File: src/rtl/csi2_dev_pkg.sv
// Shared types and constants for the CSI-2 device elastic-buffer read path.
// Holds the reader state encoding, CRC-16 constants and the byte-enable helper.
package csi2_dev_pkg;

  typedef enum logic [1:0] {
    ST_IDLE   = 2'd0,
    ST_ACTIVE = 2'd1,
    ST_DRAIN  = 2'd2
  } rd_state_e;

  // x^16+x^12+x^5+1 in reflected (LSB-first) form
  localparam logic [15:0] CRC16_POLY_REFL = 16'h8408;
  localparam logic [15:0] CRC16_SEED      = 16'hFFFF;

  localparam int MAX_BYTES = 64;

  // LSB-first contiguous enables for 'cnt' remaining bytes; caller slices to its width,
  // so any cnt >= word size yields all ones.
  function automatic logic [MAX_BYTES-1:0] be_from_count(input logic [31:0] cnt);
    logic [MAX_BYTES-1:0] be;
    for (int i = 0; i < MAX_BYTES; i++) be[i] = (32'(i) < cnt);
    return be;
  endfunction

endpackage

File: src/rtl/csi2_dev_crc16_byte.sv
// One-byte CSI-2 CRC-16 update (reflected, LSB first); passes crc through when en_i=0.
module csi2_dev_crc16_byte
  import csi2_dev_pkg::*;
(
  input  logic [15:0] crc_i,
  input  logic [7:0]  data_i,
  input  logic        en_i,
  output logic [15:0] crc_o
);

  logic [15:0] c;

  always_comb begin
    c = crc_i ^ {8'h00, data_i};
    for (int k = 0; k < 8; k++) c = c[0] ? ((c >> 1) ^ CRC16_POLY_REFL) : (c >> 1);
    crc_o = en_i ? c : crc_i;
  end

endmodule

File: src/rtl/csi2_dev_elastbuf_reader.sv
// Elastic-buffer read controller: frames one packet of pkt_wc bytes into a valid/ready word stream.
// Optional CRC-16 over delivered bytes when CSI2_ELASTBUF_RD_CRC_EN is defined (adds crc_out).
module csi2_dev_elastbuf_reader
  import csi2_dev_pkg::*;
#(
  parameter int DATA_WIDTH = 32,
  parameter int WC_WIDTH   = 16
) (
  input  logic                    clk,
  input  logic                    rstz,
  input  logic                    pkt_start,
  input  logic [WC_WIDTH-1:0]     pkt_wc,
  input  logic                    abort,
  input  logic                    buf_emptyz,
  input  logic [DATA_WIDTH-1:0]   buf_dataout,
  output logic                    buf_read,
  output logic                    buf_clrbuff,
  output logic                    out_valid,
  input  logic                    out_ready,
  output logic [DATA_WIDTH-1:0]   out_data,
  output logic [DATA_WIDTH/8-1:0] out_be,
  output logic                    out_last,
  output logic                    pkt_done,
  output logic                    busy
`ifdef CSI2_ELASTBUF_RD_CRC_EN
  ,
  output logic [15:0]             crc_out
`endif
);

  localparam int BYTES = DATA_WIDTH / 8;
  localparam logic [WC_WIDTH-1:0] BYTES_W = WC_WIDTH'(BYTES);

  rd_state_e             state_q;
  logic [WC_WIDTH-1:0]   bytes_left_q, bytes_left_d;
  logic                  out_valid_q, out_last_q, pkt_done_q, clr_q;
  logic [DATA_WIDTH-1:0] out_data_q;
  logic [BYTES-1:0]      out_be_q, out_be_d;
  logic [MAX_BYTES-1:0]  be_full;
  logic                  last_word, hs, pop;

  assign hs        = out_valid_q & out_ready;
  assign last_word = (bytes_left_q <= BYTES_W);
  // Abort blocks the pop so the buffer is never advanced in the cycle it is being cleared.
  assign pop = (state_q == ST_ACTIVE) & buf_emptyz & (bytes_left_q != '0) &
               (~out_valid_q | out_ready) & ~abort;

  always_comb begin
    be_full      = be_from_count(32'(bytes_left_q));
    out_be_d     = be_full[BYTES-1:0];
    bytes_left_d = last_word ? '0 : (bytes_left_q - BYTES_W);
  end

  always_ff @(posedge clk or negedge rstz) begin
    if (!rstz) begin
      state_q      <= ST_IDLE;
      bytes_left_q <= '0;
      out_valid_q  <= 1'b0;
      out_last_q   <= 1'b0;
      out_data_q   <= '0;
      out_be_q     <= '0;
      pkt_done_q   <= 1'b0;
      clr_q        <= 1'b0;
    end else if (abort) begin
      state_q      <= ST_IDLE;
      bytes_left_q <= '0;
      out_valid_q  <= 1'b0;
      out_last_q   <= 1'b0;
      pkt_done_q   <= 1'b0;
      clr_q        <= 1'b1;
    end else begin
      clr_q      <= 1'b0;
      pkt_done_q <= 1'b0;
      if (pop) begin
        out_data_q   <= buf_dataout;
        out_valid_q  <= 1'b1;
        out_last_q   <= last_word;
        out_be_q     <= out_be_d;
        bytes_left_q <= bytes_left_d;
      end else if (hs) begin
        out_valid_q <= 1'b0;
        out_last_q  <= 1'b0;
      end
      unique case (state_q)
        ST_IDLE: begin
          if (pkt_start) begin
            if (pkt_wc != '0) begin
              bytes_left_q <= pkt_wc;
              state_q      <= ST_ACTIVE;
            end else begin
              pkt_done_q <= 1'b1;
            end
          end
        end
        ST_ACTIVE: if (pop && last_word) state_q <= ST_DRAIN;
        ST_DRAIN: begin
          if (hs && out_last_q) begin
            state_q    <= ST_IDLE;
            pkt_done_q <= 1'b1;
          end
        end
        default: state_q <= ST_IDLE;
      endcase
    end
  end

  assign buf_read    = pop;
  assign buf_clrbuff = clr_q;
  assign out_valid   = out_valid_q;
  assign out_data    = out_data_q;
  assign out_be      = out_be_q;
  assign out_last    = out_last_q;
  assign pkt_done    = pkt_done_q;
  assign busy        = (state_q != ST_IDLE);

`ifdef CSI2_ELASTBUF_RD_CRC_EN
  logic [BYTES:0][15:0] crc_chain;
  logic [15:0]          crc_q;

  assign crc_chain[0] = crc_q;

  for (genvar g = 0; g < BYTES; g++) begin : g_crc
    csi2_dev_crc16_byte u_crc (
      .crc_i  (crc_chain[g]),
      .data_i (out_data_q[8*g +: 8]),
      .en_i   (out_be_q[g]),
      .crc_o  (crc_chain[g+1])
    );
  end

  always_ff @(posedge clk or negedge rstz) begin
    if (!rstz)                                        crc_q <= CRC16_SEED;
    else if (abort || (state_q == ST_IDLE && pkt_start)) crc_q <= CRC16_SEED;
    else if (hs)                                      crc_q <= crc_chain[BYTES];
  end

  assign crc_out = crc_q;
`endif

endmodule

File: config.mk
export PLATFORM = sky130hd
export DESIGN_NAME = csi2_dev_elastbuf_reader
export DESIGN_NICKNAME = d
export VERILOG_FILES = /design/src/rtl/csi2_dev_pkg.sv /design/src/rtl/csi2_dev_crc16_byte.sv /design/src/rtl/csi2_dev_elastbuf_reader.sv
export SDC_FILE = /design/constraint.sdc
export NUM_CORES = 1
export LEC_CHECK = 0
export CORE_MARGIN = 3
export CORE_UTILIZATION = 48
export CTS_CLUSTER_SIZE = 16
export DETAILED_ROUTE_END_ITERATION = 8
export PLACE_DENSITY = 0.95
export REMOVE_ABC_BUFFERS = 1
export SLEW_MARGIN = 15
export SYNTH_ARGS = -nofsm -noshare
export SYNTH_HDL_FRONTEND = slang
export SYNTH_HIERARCHICAL = 1
export SYNTH_SLANG_ARGS = --single-unit
export TNS_END_PERCENT = 10
File: constraint.sdc
create_clock -name clk -period 4.7 [get_ports clk]
set_input_delay 1.175 -clock clk [delete_from_list [all_inputs] [get_ports clk]]
set_output_delay 1.175 -clock clk [all_outputs]
set_load 0.02 [all_outputs]
==> results.toml <==
[power]
vdd.ir_drop.worst_uv = 363
p_leak_nw = 1.80
power_mw = 1.82
p_per_area_nw_per_um2 = 457

[layout]
area_growth_pct = 44.9
nFillCells = 351
final_cell_area_um2 = 3980
post-route-util_pct = 74.6
insertedDiodeCount = 0
drive_gt1_share_pct = 7.07
final_nets = 464

[critical_path]
worstReg2RegStart = "bytes_left_q[2]$_DFF_PN0_"
crit_type = "in -> out"
cp_max_fo = 6
crit_arrival_ps = 3020
end_kind = "primary output"
crit_path_cell_trace = "clkdlybuf4s50_1 -> nor2b_1 -> nor4_2 -> buf_4 -> o21ai_4 -> inv_2 -> clkdlybuf4s50_1"
cp-start-kind = "input port"
worstPathRequired_ps = 3520
r2r_cells = 8
r2r_slack_ps = 1690
reg2reg_to = "bytes_left_q[6]$_DFF_PN0_"
startpoint = "out_ready"
crit_path_frequent_cell = "clkdlybuf4s50_1"
cp_slowest_cell = "clkdlybuf4s50_1"
slowest_delay_ps = 620

[timing]
fin_hold_ws_ps = 472
timing.fmax_mhz = 238
relSlewSlack_pct = 47.9
drv_slew = 0
clock_skew_ps = 8.57
timing.final.crit_period_ps = 4190
rsz0062_at_grt = "no"
final.setup.tns_ps = 0
post-route-period-util_pct = 89.2
setup_viol = 0
worst_slew_pin_slew_ps = 774
report.final.hold_viol_count = 0

[clocking]
cts_resized = 0
insertion_delay_ps = 340
clock_path_buffers = 2
cts_buffers = 9
cts.sinks = 58
post_cts_buffers = 0
ctsRootBufferMaster = "clkbuf_8"
hold_buffers = 0
htree_levels = 3
path_clk_slew_ps = 70
cts_tree = "done"

[grt]
grtUsageTotal_pct = 24.8
grt_pass1_wl_um = 12500
grt_pass1_vias = 2625
antenna_found_initial = 0
grt_overflow = 0
grt_start_max_net_pins = 59

[floorplan]
core-area_um2 = 5340
die_h_um = 81.7
die_x_um = 81.7
rows = 26
io_pins = 96
start_util_pct = 51.5
dieArea_um2 = 6670

[yosys]
async_reset_ff_share_pct = 100
ys.flop_type = "dfrtp_1"
netlist.top_cell.by_area = "dfrtp_1"
syn_inst = 308
synth_area_um2 = 2750
ys_types = 45
ys_seq_elements = 58
synth_top_area_share_pct = 52.8
ys_warn_count = 6
synth-seq-area-share_pct = 52.8
synth_area_leaders = "dfrtp_1 53%, nand2_1 16%, nor2_1 2.2%"
synth_edf_count = 0
syn_area_per_cell_um2 = 8.92

[run]
drv_cap = 0

[routing]
vias = 2674
drt_iter0_markers = 271
via_per_inst = 5.57
wl_per_cell_um = 16.9
routed_wl_um = 8130
detail-route-antenna-nets = 0
drtPass1Iterations = 5
drc = 0

[hold_path]
hp-start = "out_data[23]$_DFFE_PN0P_"
hold-path-endpoint = "out_data[23]$_DFFE_PN0P_"
hold_depth = 2
hold_path.class = "reg -> reg"

[place]
gp_congestion = 0.867
numPortBuffers = 95
hpwl_um = 5700
place_area_um2 = 3780

[run_status]
status = "completed"
==> power breakdown <==
group	internal, mW	switching [mW]	total, mW
combinational	0.289	0.348	0.637
sequential	0.613	0.0713	0.685
clock	0.306	0.193	0.499
==> kinds of logic (layout without fill, tap and decap cells) <==
group / after synthesis / in the layout / synth area share [%]
buffers and inverters: 19 / 121 / 2.91
muxes: 1 / 1 / 0.410
DFF: 58 / 58 / 52.8
and+or+nand+nor: 174 / 174 / 27.8
xor gates and xnor gates: 5 / 5 / 1.59
AOI/OAI and AO/OA: 48 / 48 / 13.1
adders and majority gates: 3 / 3 / 1.37
==> critical path, delay by kind of cell <==
kind | cells | cell delay, ps
AOI/OAI and AO/OA | 1 | 70
buffers and inverters | 4 | 1410
and+or+nand+nor | 2 | 360
==> how the worst max path moves through the flow <==
stage                          end  slack [ps]  depth (start not counted)
after floorplan           buf_read         520                          4
after global placement    buf_read         580                          7
after detailed placement  buf_read         520                          7
after CTS                 buf_read         490                          7
after global routing      buf_read         420                          7
final                     buf_read         510                          7
==> metal layers <==
metal  global-route usage (%)  up-vias  routed length (um)
met3                     6.91       16                 604
met2                     42.7      137                4260
li1                         -     1257                   -
met5                        0        -                   0
met1                     30.5     1264                3150
met4                     7.14        0                 118
==> cell usage after synthesis (all sizes together) (3+ instances only) <==
cell and n:
a21oi 7, a22oi 3, a311oi 4, buf 7
clkbuf 6, dfrtp 58, ha 3, inv 6
nand2 119, nand3 6, nor2 16, nor3 8
nor4 7, o2111ai 4, o211ai 3, o21ai 13
or3 3, or4 4, xor2 4
==> cells in the final DEF, fill, tap and decap left out, types with 6 or more instances in the layout <==
master	synthesis	layout
a21oi_1	7	7
buf_4	0	6
clkbuf_8	0	10
clkdlybuf4s50_1	0	94
dfrtp_1	58	58
nand2_1	119	119
nand3_1	6	6
nor2_1	16	16
nor3_1	8	8
nor4_1	6	6
o21ai_0	6	6
==> area by class of cell <==
cell class	count	area (um2)	area share (%)
well taps	70	87.6	2.20
repair buffers	101	991	24.9
clock inverters	3	65.1	1.63
inverters	6	22.5	0.566
flip-flops and latches	58	1450	36.4
clock buffers	11	141	3.55
multi-input cells	231	1220	30.7
==> flip-flops by register name (all words and copies together), names as in the netlist <==
name,cells
state_q,2
out_data,32
out_valid,1
bytes_left_q,16
pkt_done,1
out_last,1
buf_clrbuff,1
out_be,4
==> stage by stage <==
step	std cells	setup WS (ps)
global placement	466	582
finish	480	507
global route	480	416
CTS	480	493
detailed placement	466	515
floorplan	295	523
Note: power is estimated with default switching activity, not from simulation.
